===== src/rtl/spi_matrix_rx.sv =====
// SPI mode-0 receiver for one LED-matrix lane: oversampled, deserialised,
// framed into BYTES_PER_MATRIX-byte images with framing/overrun flags.
module spi_matrix_rx #(
    parameter int BYTES_PER_MATRIX = 384,
    parameter int SYNC_STAGES      = 2,
    localparam int IW = $clog2(BYTES_PER_MATRIX),
    localparam int CW = $clog2(BYTES_PER_MATRIX + 1)
) (
    input  logic          clk,
    input  logic          rst_n,
    input  logic          spi_clk_in,
    input  logic          spi_mosi_in,
    input  logic          cs_n_in,
    output logic [7:0]    rx_data,
    output logic          rx_valid,
    input  logic          rx_ready,
    output logic [IW-1:0] byte_index,
    output logic          frame_start,
    output logic          frame_done,
    output logic          frame_err,
    output logic          overrun_err
);

    typedef enum logic [1:0] {ST_IDLE, ST_RECV, ST_FULL} state_t;

    state_t                 r_state, w_next;
    logic [SYNC_STAGES-1:0] r_sclk_sync, r_mosi_sync, r_cs_sync;
    logic                   r_sclk_d, r_cs_d;
    logic [7:0]             r_shift, r_rx_data;
    logic [2:0]             r_bit_cnt;
    logic [CW-1:0]          r_byte_cnt;
    logic [IW-1:0]          r_byte_index;
    logic                   r_byte_done, r_extra, r_rx_valid;
    logic                   r_frame_start, r_frame_done, r_frame_err, r_overrun;

    logic w_sclk_rise, w_cs_fall, w_cs_rise, w_mosi, w_last_done, w_pending;
    logic w_start, w_done, w_ferr, w_shift, w_extra;

    assign w_sclk_rise = r_sclk_sync[SYNC_STAGES-1] & ~r_sclk_d;
    assign w_cs_fall   = ~r_cs_sync[SYNC_STAGES-1] & r_cs_d;
    assign w_cs_rise   = r_cs_sync[SYNC_STAGES-1] & ~r_cs_d;
    assign w_mosi      = r_mosi_sync[SYNC_STAGES-1];
    assign w_last_done = r_byte_done &&
                         (r_byte_cnt == CW'(BYTES_PER_MATRIX - 1));
    assign w_pending   = r_rx_valid && !rx_ready;

    always_ff @(posedge clk or negedge rst_n) begin
        if (!rst_n) begin
            r_sclk_sync <= '0;
            r_mosi_sync <= '0;
            r_cs_sync   <= '1;
            r_sclk_d    <= 1'b0;
            r_cs_d      <= 1'b1;
        end else begin
            r_sclk_sync <= {r_sclk_sync[SYNC_STAGES-2:0], spi_clk_in};
            r_mosi_sync <= {r_mosi_sync[SYNC_STAGES-2:0], spi_mosi_in};
            r_cs_sync   <= {r_cs_sync[SYNC_STAGES-2:0], cs_n_in};
            r_sclk_d    <= r_sclk_sync[SYNC_STAGES-1];
            r_cs_d      <= r_cs_sync[SYNC_STAGES-1];
        end
    end

    always_ff @(posedge clk or negedge rst_n) begin
        if (!rst_n) r_state <= ST_IDLE;
        else        r_state <= w_next;
    end

    // cs_n release takes priority over a coincident sclk rise.
    always_comb begin
        w_next  = r_state;
        w_start = 1'b0;
        w_done  = 1'b0;
        w_ferr  = 1'b0;
        w_shift = 1'b0;
        w_extra = 1'b0;
        unique case (r_state)
            ST_IDLE: begin
                if (w_cs_fall) begin
                    w_next  = ST_RECV;
                    w_start = 1'b1;
                end
            end
            ST_RECV: begin
                if (w_cs_rise) begin
                    w_next = ST_IDLE;
                    if (w_last_done && r_bit_cnt == 3'd0) w_done = 1'b1;
                    else                                  w_ferr = 1'b1;
                end else if (w_last_done) begin
                    w_next  = ST_FULL;
                    w_extra = w_sclk_rise;
                end else begin
                    w_shift = w_sclk_rise;
                end
            end
            ST_FULL: begin
                if (w_cs_rise) begin
                    w_next = ST_IDLE;
                    if (!r_extra) w_done = 1'b1;
                    else          w_ferr = 1'b1;
                end else begin
                    w_extra = w_sclk_rise;
                end
            end
            default: w_next = ST_IDLE;
        endcase
    end

    always_ff @(posedge clk or negedge rst_n) begin
        if (!rst_n) begin
            r_shift       <= '0;
            r_bit_cnt     <= '0;
            r_byte_cnt    <= '0;
            r_byte_done   <= 1'b0;
            r_extra       <= 1'b0;
            r_frame_start <= 1'b0;
            r_frame_done  <= 1'b0;
            r_frame_err   <= 1'b0;
            r_overrun     <= 1'b0;
        end else begin
            r_frame_start <= w_start;
            r_frame_done  <= w_done;
            if (w_start) begin
                r_bit_cnt   <= '0;
                r_byte_cnt  <= '0;
                r_byte_done <= 1'b0;
                r_extra     <= 1'b0;
                r_frame_err <= 1'b0;
                r_overrun   <= 1'b0;
            end else begin
                if (w_ferr || w_extra) r_frame_err <= 1'b1;
                if (w_extra)           r_extra     <= 1'b1;
                if (w_shift) begin
                    r_shift   <= {r_shift[6:0], w_mosi};
                    r_bit_cnt <= r_bit_cnt + 3'd1;
                end
                r_byte_done <= w_shift && (r_bit_cnt == 3'd7);
                if (r_byte_done) begin
                    r_byte_cnt <= r_byte_cnt + CW'(1);
                    if (w_pending) r_overrun <= 1'b1;
                end
            end
        end
    end

    // A pending byte is never overwritten; a colliding byte is dropped.
    always_ff @(posedge clk or negedge rst_n) begin
        if (!rst_n) begin
            r_rx_data    <= '0;
            r_byte_index <= '0;
            r_rx_valid   <= 1'b0;
        end else if (r_byte_done && !w_pending) begin
            r_rx_data    <= r_shift;
            r_byte_index <= r_byte_cnt[IW-1:0];
            r_rx_valid   <= 1'b1;
        end else if (rx_ready) begin
            r_rx_valid   <= 1'b0;
        end
    end

    assign rx_data     = r_rx_data;
    assign rx_valid    = r_rx_valid;
    assign byte_index  = r_byte_index;
    assign frame_start = r_frame_start;
    assign frame_done  = r_frame_done;
    assign frame_err   = r_frame_err;
    assign overrun_err = r_overrun;

endmodule


===== config.mk =====
export PLATFORM = sky130hd
export DESIGN_NAME = spi_matrix_rx
export DESIGN_NICKNAME = d
export VERILOG_FILES = /design/src/rtl/spi_matrix_rx.sv
export SDC_FILE = /design/constraint.sdc
export NUM_CORES = 1
export LEC_CHECK = 0
export ABC_AREA = 1
export CELL_PAD_IN_SITES_DETAIL_PLACEMENT = 1
export CELL_PAD_IN_SITES_GLOBAL_PLACEMENT = 1
export CORE_AREA = 3 3 78 80
export CTS_BUF_LIST = sky130_fd_sc_hd__clkbuf_16
export DETAILED_ROUTE_END_ITERATION = 10
export DIE_AREA = 0 0 81 83
export GPL_TIMING_DRIVEN = 0
export PLACE_DENSITY = 0.85
export SYNTH_ARGS = -nofsm -noshare
export SYNTH_HDL_FRONTEND = slang
export SYNTH_SLANG_ARGS = --single-unit

===== constraint.sdc =====
create_clock -name clk -period 1.8 [get_ports clk]
set_clock_uncertainty 0.2 [all_clocks]
set_input_delay 0.36 -clock clk [delete_from_list [all_inputs] [get_ports clk]]
set_output_delay 0.36 -clock clk [all_outputs]
set_load 0.1 [all_outputs]

After elaboration in Yosys (flattened, before gate mapping)
Index checks and enable logic that the tools add are counted.
Word-level totals
  logic and storage cells: 91
  output and inout bits: 22
  bits in registers: 54
  bits of input ports: 6
Operators by class
  equality and inequality tests: 7
  bitwise logic cells: 7
  $add $sub $neg: 2
  mux-type cells: 38
  reduce and logical (&&, ||, !) cells: 19
Operators with widths (count)
  1-bit two-way mux: 26
  9-bit two-way mux: 2
  2-bit nonzero test: 6
  9-bit by 1-bit adder with 9-bit output (second input constant): 1
  9-bit == test (second input constant): 1
  2-bit two-way mux: 4
  3-bit two-way mux: 2
  1-bit one-hot mux with 2 select lines: 3
  2-bit one-hot mux with 3 select lines: 1
  1-bit logical AND: 5
  2-bit inequality test (second input constant): 2
  1-bit inverter: 4
  2-bit AND reduction: 2
  3-bit by 1-bit adder with 3-bit output (second input constant): 1
  1-bit AND: 3
  3-bit == test (second input constant): 1
  3-bit zero test: 1
  3-bit inequality test (second input constant): 1
  3-bit AND reduction: 1
  2-bit by 1-bit == test with 1-bit output (second input constant): 1
  2-bit == test (second input constant): 1
  1-bit zero test: 2
  2-bit zero test: 1
  1-bit logical OR: 1

Logic depth before layout (Yosys ltp)
Gate-level depths: netlist (run 1).
  word-level depth: 9
  gate-level depth with buffers: 9
  gate-level depth less buffers: 9

Worst setup path before layout (run 1)
Ideal clock, no wire load.
  kind: reg-to-reg
  start point: register r_rx_valid, in the netlist rx_valid
  end point: register r_byte_index[2], in the netlist byte_index[2]
  slack: -0.253 ns
  data required time: 1.474 ns
  library setup time: 0.126 ns
  cell stages (with the launch flop): 5
  clock period less this slack: 2.053 ns
  data arrival time: 1.728 ns
  buffers on the path: 1
  cells stage by stage: dfrtp_1 > nand2_1 > nand2_1 > buf_2 > mux2_2
Between the ends
  word-level cells in the longest chain between the ends: 3
RTL lines
  start: declaration: line 33  | logic r_byte_done, r_extra, r_rx_valid;
  start signal: assignment: line 150  | r_rx_valid <= 1'b0;
  start signal: assignment: line 154  | r_rx_valid <= 1'b1;
  start signal: assignment: line 156  | r_rx_valid <= 1'b0;
  1-bit logical AND: line 45  | assign w_pending = r_rx_valid && !rx_ready;
  1-bit zero test: line 151  | end else if (r_byte_done && !w_pending) begin
  1-bit logical AND: line 151
  end signal: assignment: line 153  | r_byte_index <= r_byte_cnt[IW-1:0];
  end: declaration: line 32  | logic [IW-1:0] r_byte_index;
No other way between the ends.
A chain may end at the register's enable or synchronous reset.

Worst setup path after layout (run 1)
  start point: register r_rx_data[2], in the netlist rx_data[2]
  end point: output rx_data[2]
RTL lines
  start: declaration: line 29  | logic [7:0] r_shift, r_rx_data;
  start signal: assignment: line 152  | r_rx_data <= r_shift;
  end: declaration: line 14  | output logic [7:0] rx_data,
No word-level cell between the ends.

==> impl_metrics.csv, run 1 <==
group,metric,value,unit
outcome,outcome,"finished clean",
timing,final.min_clock_period,1.77,ns
synth,synth_area,2250,um2
grt,grt_first_pass_wirelength,8.27,mm
worst_setup_path,slowest_delay,0.56,ns
synth,yosys_most_used_dff,"sky130_fd_sc_hd__dfrtp_1",
pwr,sw_frac_of_total,31.7,%
min_path,hold_crit_start,"r_mosi_sync[0]",
pwr,seq_power_share,44.8,%
clock_network,clock_latency,0.29,ns
grt,grt_pass1_vias,1826,
floorplanning,fp.dieH,83,um
floorplanning,core_region_area,5470,um2
clock_network,cts_inserted_buffers,5,
floorplanning,design.die.area,6720,um2
timing,worst_slew_margin_rel,63.8,%
pwr,vdd_ir_drop_max,0.000511,V
synth,postSynthNetCount,237,
cells_and_area,stdcell_count,345,
drt,drc,0,
drt,vias_per_cell,4.85,
timing,worst_case_setup_margin_in_the_final_layout,0.0328,ns
cells_and_area,insertedDiodeCount,0,
synth,synth_seq_cells,54,
grt,grt_antenna_before_repair,0,
worst_setup_path,worst-r2r-setup-slack,0.05,ns
placed_design,place_ws,-0.253,ns
worst_setup_path,timing.reg2reg.worst_path_depth,7,
clock_network,cts_tree,"built",
worst_setup_path,worst_r2r_startpoint,"r_state[0]",
worst_setup_path,crit_path_leading_delay_family,"buffers and inverters",
placed_design,port_bufs,27,
worst_setup_path,worstPathArrival,1.21,ns
synth,avgSynthCellArea,10.0,um2
worst_setup_path,start_kind,"flip-flop",
clock_network,cts.reportedPaths.clkPinSlew,0.07,ns
worst_setup_path,crit_slowest_cell,"sky130_fd_sc_hd__clkdlybuf4s15_2",
drt,drt_iter0_markers,67,
clock_network,ctsRootBufferMaster,"sky130_fd_sc_hd__clkbuf_16",
cells_and_area,share_of_final_layout_standard_cells_stronger_than_drive_strength_1,27.8,%
timing,setup_viol,0,
worst_setup_path,critical_path.max_fanout,2,
worst_setup_path,worstPathBufferInverterCount,1,
pwr,p_switching,984,uW
clock_network,cts_sinks,54,
pwr,clockPowerShare,30.4,%
timing,fmaxAchievable,566,MHz
synth,synth_edf_count,0,
drt,vias,1674,
floorplanning,pin_count,28,
placed_design,detailedPlacementHpwl,3.25,mm
pwr,p_comb_share,24.8,%
drt,wl_per_cell,14.9,um
synth,synth.yosys.warnings,0,
worst_setup_path,worst_path_cell_chain,"clkdlybuf4s15_2",
floorplanning,die_x,81,um
worst_setup_path,critical_path_required,1.24,ns
pwr,cell_internal_pwr,2.12,mW
placed_design,place.gp.congestion,0.754,
floorplanning,floorplan.initialDensity,41.1,%
min_path,hold_depth,0,
cells_and_area,num-nets-final,285,
min_path,min_to,"r_mosi_sync[1]",
synth,share_of_synthesized_registers_carrying_an_async_set_or_reset,100,%
pwr,leakage,1.38,nW
worst_setup_path,worstSetupEndpointType,"output pin",
placed_design,post-place-cells,324,
floorplanning,rows,27,
flow_run,drv.max_cap_violation_count,0,
worst_setup_path,r2r_end,"r_byte_cnt[1]",
cells_and_area,synthToLayoutAreaGrowth,30.8,%
min_path,min-delay-path-class,"reg2reg",
synth,post_synth_inst_count,224,
grt,grt.total_usage,15.8,%
drt,drt_wl_total,5.13,mm
timing,tightest_slew,0.545,ns
worst_setup_path,path_depth,1,
grt,gr-total-overflow,0,
timing,finalHoldViolCount,0,
worst_setup_path,crit_type,"reg2out",
pwr,power_per_cell_area,1060,nW/um2
grt,grt_start_max_net_pins,35,
drt,ant_nets,0,
timing,report.final.slew_viol_count,0,
synth,register_area_share_after_synthesis,60.3,%
clock_network,htree_levels,2,
clock_network,clk_buf_depth,2,
synth,synth_cell_type_count,25,
drt,firstDrtPassIters,4,
timing,final.period_utilization,98.2,%
repair_timing:
item | 4_1_cts | 5_1_grt
resized for setup | 69 | 18
cloned | 0 | 1
endpoints found under the hold margin | 20 | 0
hold buffers | 1 | 0
setup endpoints to repair | 33 | 22
pin swaps | 1 | 4
buffers inserted | 2 | 9
synth_stat cells, types with 2 or more instances:
cell type | instances | area, um2
sky130_fd_sc_hd__clkbuf_1 | 2 | 7.51
sky130_fd_sc_hd__nand2_1 | 50 | 188
sky130_fd_sc_hd__mux2_2 | 4 | 45.0
sky130_fd_sc_hd__o21ai_2 | 8 | 70.1
sky130_fd_sc_hd__nand3_2 | 2 | 20.0
sky130_fd_sc_hd__nor2_4 | 2 | 22.5
sky130_fd_sc_hd__o21ai_0 | 22 | 110
sky130_fd_sc_hd__nor3_1 | 4 | 20.0
sky130_fd_sc_hd__inv_1 | 34 | 128
sky130_fd_sc_hd__nand3_1 | 8 | 40.0
sky130_fd_sc_hd__ha_1 | 7 | 87.6
sky130_fd_sc_hd__a21oi_1 | 7 | 35.0
sky130_fd_sc_hd__dfstp_2 | 3 | 78.8
sky130_fd_sc_hd__dfrtp_1 | 51 | 1280
sky130_fd_sc_hd__nor2_1 | 10 | 37.5
worst max-delay path by stage:
stage                        from       endpoint  slack [ns]
global placement            rst_n       rx_valid       -1.63
global route          r_byte_done  r_byte_cnt[7]       -0.08
floorplan                rx_valid  byte_index[2]        0.04
finish                 rx_data[2]     rx_data[2]        0.03
CTS                 byte_index[8]  byte_index[8]       0.007
detailed placement  byte_index[8]  byte_index[8]       -0.25
routing by layer:
| layer | up-vias | part of all wire, % | GRT usage, % | wire [um] |
|---|---|---|---|---|
| met5 | - | 0 | 0 | 0 |
| met4 | 0 | 1.5 | 4.45 | 77 |
| met3 | 7 | 2.3 | 3.69 | 119 |
| met2 | 22 | 55 | 28.6 | 2840 |
| met1 | 836 | 41 | 18.1 | 2080 |
| li1 | 809 | - | - | - |
registers in the layout, summed over array words and instances (netlist names), 2 cells and up:
name and cells:
r_sclk_sync 2, byte_index 9, rx_data 8, r_bit_cnt 3
r_mosi_sync 2, r_shift 8, r_state 2, r_byte_cnt 9
r_cs_sync 2
cells by family after synthesis:
family,share of synthesized area [%]
and+or+nand+nor,16.4
DFF,60.3
AOI/OAI and AO/OA,10.5
buffers and inverters,6.96
adders and majority gates,3.90
muxes,2.00
final cells by class:
cell class | count | area [um2]
timing repair buffer | 41 | 419
clock inverter | 3 | 21.3
fill | 622 | 2530
inverter | 35 | 139
tap | 72 | 90.1
buffer | 4 | 27.5
sequential | 54 | 1360
multi-input combinational | 131 | 762
clock buffer | 5 | 125
cell usage in the layout (no fill, tap or decap), drive strengths merged:
cell type | netlist | routed
a21oi | 7 | 7
inv | 34 | 35
clkinv | 1 | 2
mux2 | 4 | 4
a211oi | 1 | 1
clkinvlp | 0 | 1
clkdlybuf4s50 | 0 | 4
dlygate4sd3 | 0 | 1
nor2 | 13 | 13
nor3b | 1 | 1
clkdlybuf4s18 | 0 | 7
a21boi | 1 | 1
clkbuf | 2 | 8
a31oi | 1 | 1
o21ai | 30 | 30
dfrtp | 51 | 51
clkdlybuf4s15 | 0 | 14
nor3 | 4 | 4
dfstp | 3 | 3
ha | 7 | 7
nand3b | 1 | 1
nand3 | 10 | 10
buf | 2 | 16
nand2 | 51 | 51
power groups by stage:
stage | Clock, mW | Combinational [mW] | Sequential (mW)
finish | 0.944 | 0.772 | 1.39
CTS | 0.965 | 0.664 | 1.39
detailed placement | 0 | 0.631 | 1.41
global placement | 0 | 0.599 | 1.40
global route | 1.03 | 0.863 | 1.40
floorplan | 0 | 0.353 | 1.49
metrics by stage:
stage                     total power [mW]  cell area (um2)  setup TNS, ns  utilization, %  hold WS (ns)
after global routing                  3.30             2940         -0.163            53.7         0.162
after detailed placement              2.04             2630          -7.61            48.0         0.143
after global placement                1.99             2610         -82.13            47.7         0.132
after CTS                             3.02             2840              0            51.9         0.159
final                                 3.11             2940              0            53.7         0.156
after floorplan                       1.85             2250              0               -        -0.136
(Power assumes the default switching activity.)
==> run 2: changes to the inputs <==
--- a/config.mk
+++ b/config.mk
@@ -8,10 +8,10 @@
 export ABC_AREA = 1
 export CELL_PAD_IN_SITES_DETAIL_PLACEMENT = 1
 export CELL_PAD_IN_SITES_GLOBAL_PLACEMENT = 1
-export CORE_AREA = 3 3 78 80
+export CORE_AREA = 4 4 79 81
 export CTS_BUF_LIST = sky130_fd_sc_hd__clkbuf_16
 export DETAILED_ROUTE_END_ITERATION = 10
-export DIE_AREA = 0 0 81 83
+export DIE_AREA = 0 0 83 85
 export GPL_TIMING_DRIVEN = 0
 export PLACE_DENSITY = 0.85
 export SYNTH_ARGS = -nofsm -noshare
==> impl_metrics.csv, run 2 (same netlist as run 1, synthesis figures left out) <==
group,metric,value,unit
outcome,outcome,"finished clean",
placed_design,place.gp.congestion,0.786,
clock_network,clk_buf_depth,2,
clock_network,cts_inserted_buffers,5,
drt,wl_per_cell,14.6,um
grt,grt_pass1_vias,1749,
timing,fmaxAchievable,559,MHz
worst_setup_path,worstPathArrival,1.23,ns
drt,vias,1650,
grt,use_met1,16.8,%
timing,rsz0062_at_grt,"yes",
worst_setup_path,critical_path_required,1.24,ns
pwr,leakage,1.37,nW
cells_and_area,synthToLayoutAreaGrowth,29.8,%
worst_setup_path,worst-r2r-setup-slack,0.02,ns
drt,drt_wl_total,4.96,mm
worst_setup_path,crit_type,"reg2out",
floorplanning,die_x,83,um
cells_and_area,num-nets-final,280,
clock_network,cts_tree,"built",
grt,global_route.peak_usage_layer,"met2",
timing,worst_slew_margin_rel,63.3,%
placed_design,detailedPlacementHpwl,3.18,mm
grt,groute.layer.met2.usage,27.3,%
drt,drc,0,
cells_and_area,final_standard_cell_area_without_fillers,2920,um2
min_path,min-delay-path-class,"reg2reg",
worst_setup_path,start_kind,"flip-flop",
clock_network,cts.reportedPaths.clkPinSlew,0.06,ns
worst_setup_path,crit_path_leading_delay_family,"buffers and inverters",
worst_setup_path,slowest_delay,0.57,ns
worst_setup_path,worstPathBufferInverterCount,1,
worst_setup_path,crit_slowest_cell,"sky130_fd_sc_hd__clkdlybuf4s15_2",
cells_and_area,share_of_final_layout_standard_cells_stronger_than_drive_strength_1,25.7,%
cells_and_area,insertedDiodeCount,0,
floorplanning,pin_count,28,
floorplanning,floorplan.initialDensity,41.1,%
floorplanning,core_region_area,5470,um2
drt,vias_per_cell,4.85,
worst_setup_path,worst_path_cell_chain,"clkdlybuf4s15_2",
timing,final.min_clock_period,1.79,ns
pwr,vdd_ir_drop_max,0.000500,V
clock_network,htree_levels,2,
grt,grt.total_usage,14.7,%
timing,setup_viol,0,
floorplanning,design.die.area,7060,um2
placed_design,port_bufs,27,
placed_design,place_ws,-0.252,ns
flow_run,drv.max_cap_violation_count,0,
worst_setup_path,worstSetupEndpointType,"output pin",
grt,grt_antenna_before_repair,0,
grt,grt_util_met3,3.30,%
timing,hold-worst-slack,0.147,ns
grt,grt_first_pass_wirelength,8.38,mm
clock_network,clock_latency,0.29,ns
timing,finalHoldViolCount,0,
drt,firstDrtPassIters,2,
floorplanning,fp.dieH,85,um
timing,report.final.slew_viol_count,0,
grt,grt_start_max_net_pins,41,
clock_network,cts_sinks,54,
clock_network,ctsRootBufferMaster,"sky130_fd_sc_hd__clkbuf_16",
worst_setup_path,critical_path.max_fanout,2,
floorplanning,rows,27,
drt,ant_nets,0,
drt,drt_iter0_markers,52,
timing,tightest_slew,0.553,ns
timing,final.period_utilization,99.4,%
cells_and_area,layout.cells.most_common_list,"sky130_fd_sc_hd__nand2_1, sky130_fd_sc_hd__dfrtp_1, sky130_fd_sc_hd__inv_1",
timing,worst_case_setup_margin_in_the_final_layout,0.0108,ns
pwr,power_per_cell_area,1080,nW/um2
grt,gr-total-overflow,0,
placed_design,detailed_place.area,2630,um2
run 2: cell types whose count changed in the layout (fill, tap and decap cells not counted), moves of 2 or more:
cell,previous run,this run
sky130_fd_sc_hd__clkdlybuf4s18_2,7,3
sky130_fd_sc_hd__clkdlybuf4s15_2,14,18
sky130_fd_sc_hd__buf_4,10,6
sky130_fd_sc_hd__inv_1,33,35
run 2: final timing paths:
check,startpoint,to,cells past startpoint
min reg2reg,r_sclk_sync[0],r_sclk_sync[1],0
max in group asynchronous,rst_n,rx_valid,3
min,r_sclk_sync[0],r_sclk_sync[1],0
min in group asynchronous,rst_n,r_shift[0],2
max,rx_data[1],rx_data[1],1
max reg2reg,r_byte_cnt[0],r_shift[4],9
run 2: repair_timing:
action	4_1_cts	5_1_grt
hold buffers	1	0
cloned	0	1
buffers inserted	2	4
hold endpoints to repair	11	0
resized for setup	69	12
setup endpoints to repair	34	17
pin swaps	1	4
run 2: metrics by stage:
| step | TNS [ns] | power, mW | instances | util [%] |
|---|---|---|---|---|
| floorplan | 0 | 1.85 | 224 | - |
| CTS | 0 | 3.13 | 335 | 52.2 |
| detailed placement | -7.66 | 2.03 | 324 | 48.0 |
| global route | -0.505 | 3.34 | 340 | 53.3 |
| finish | 0 | 3.16 | 340 | 53.3 |
| global placement | -81.10 | 2.00 | 323 | 47.7 |
run 2: power by group:
group          leakage [nW]  total [mW]  internal [mW]  switching, mW
Sequential            0.724        1.38           1.32         0.0608
Clock                0.0864        1.06          0.647          0.413
Combinational         0.560       0.714          0.247          0.467
run 2: layer usage:
metal  up-vias  part of all wire (%)
met5         -                     0
met2        20                    55
met1       825                    40
met4         0                   1.8
met3         9                   3.0
li1        796                     -
run 2: final cells by class:
cell class                 count  area [um2]
multi-input combinational    131         762
inverter                      35         136
fill                         628        2550
tap                           72        90.1
clock inverter                 3        37.5
sequential                    54        1360
buffer                         4        27.5
timing repair buffer          36         383
clock buffer                   5         125
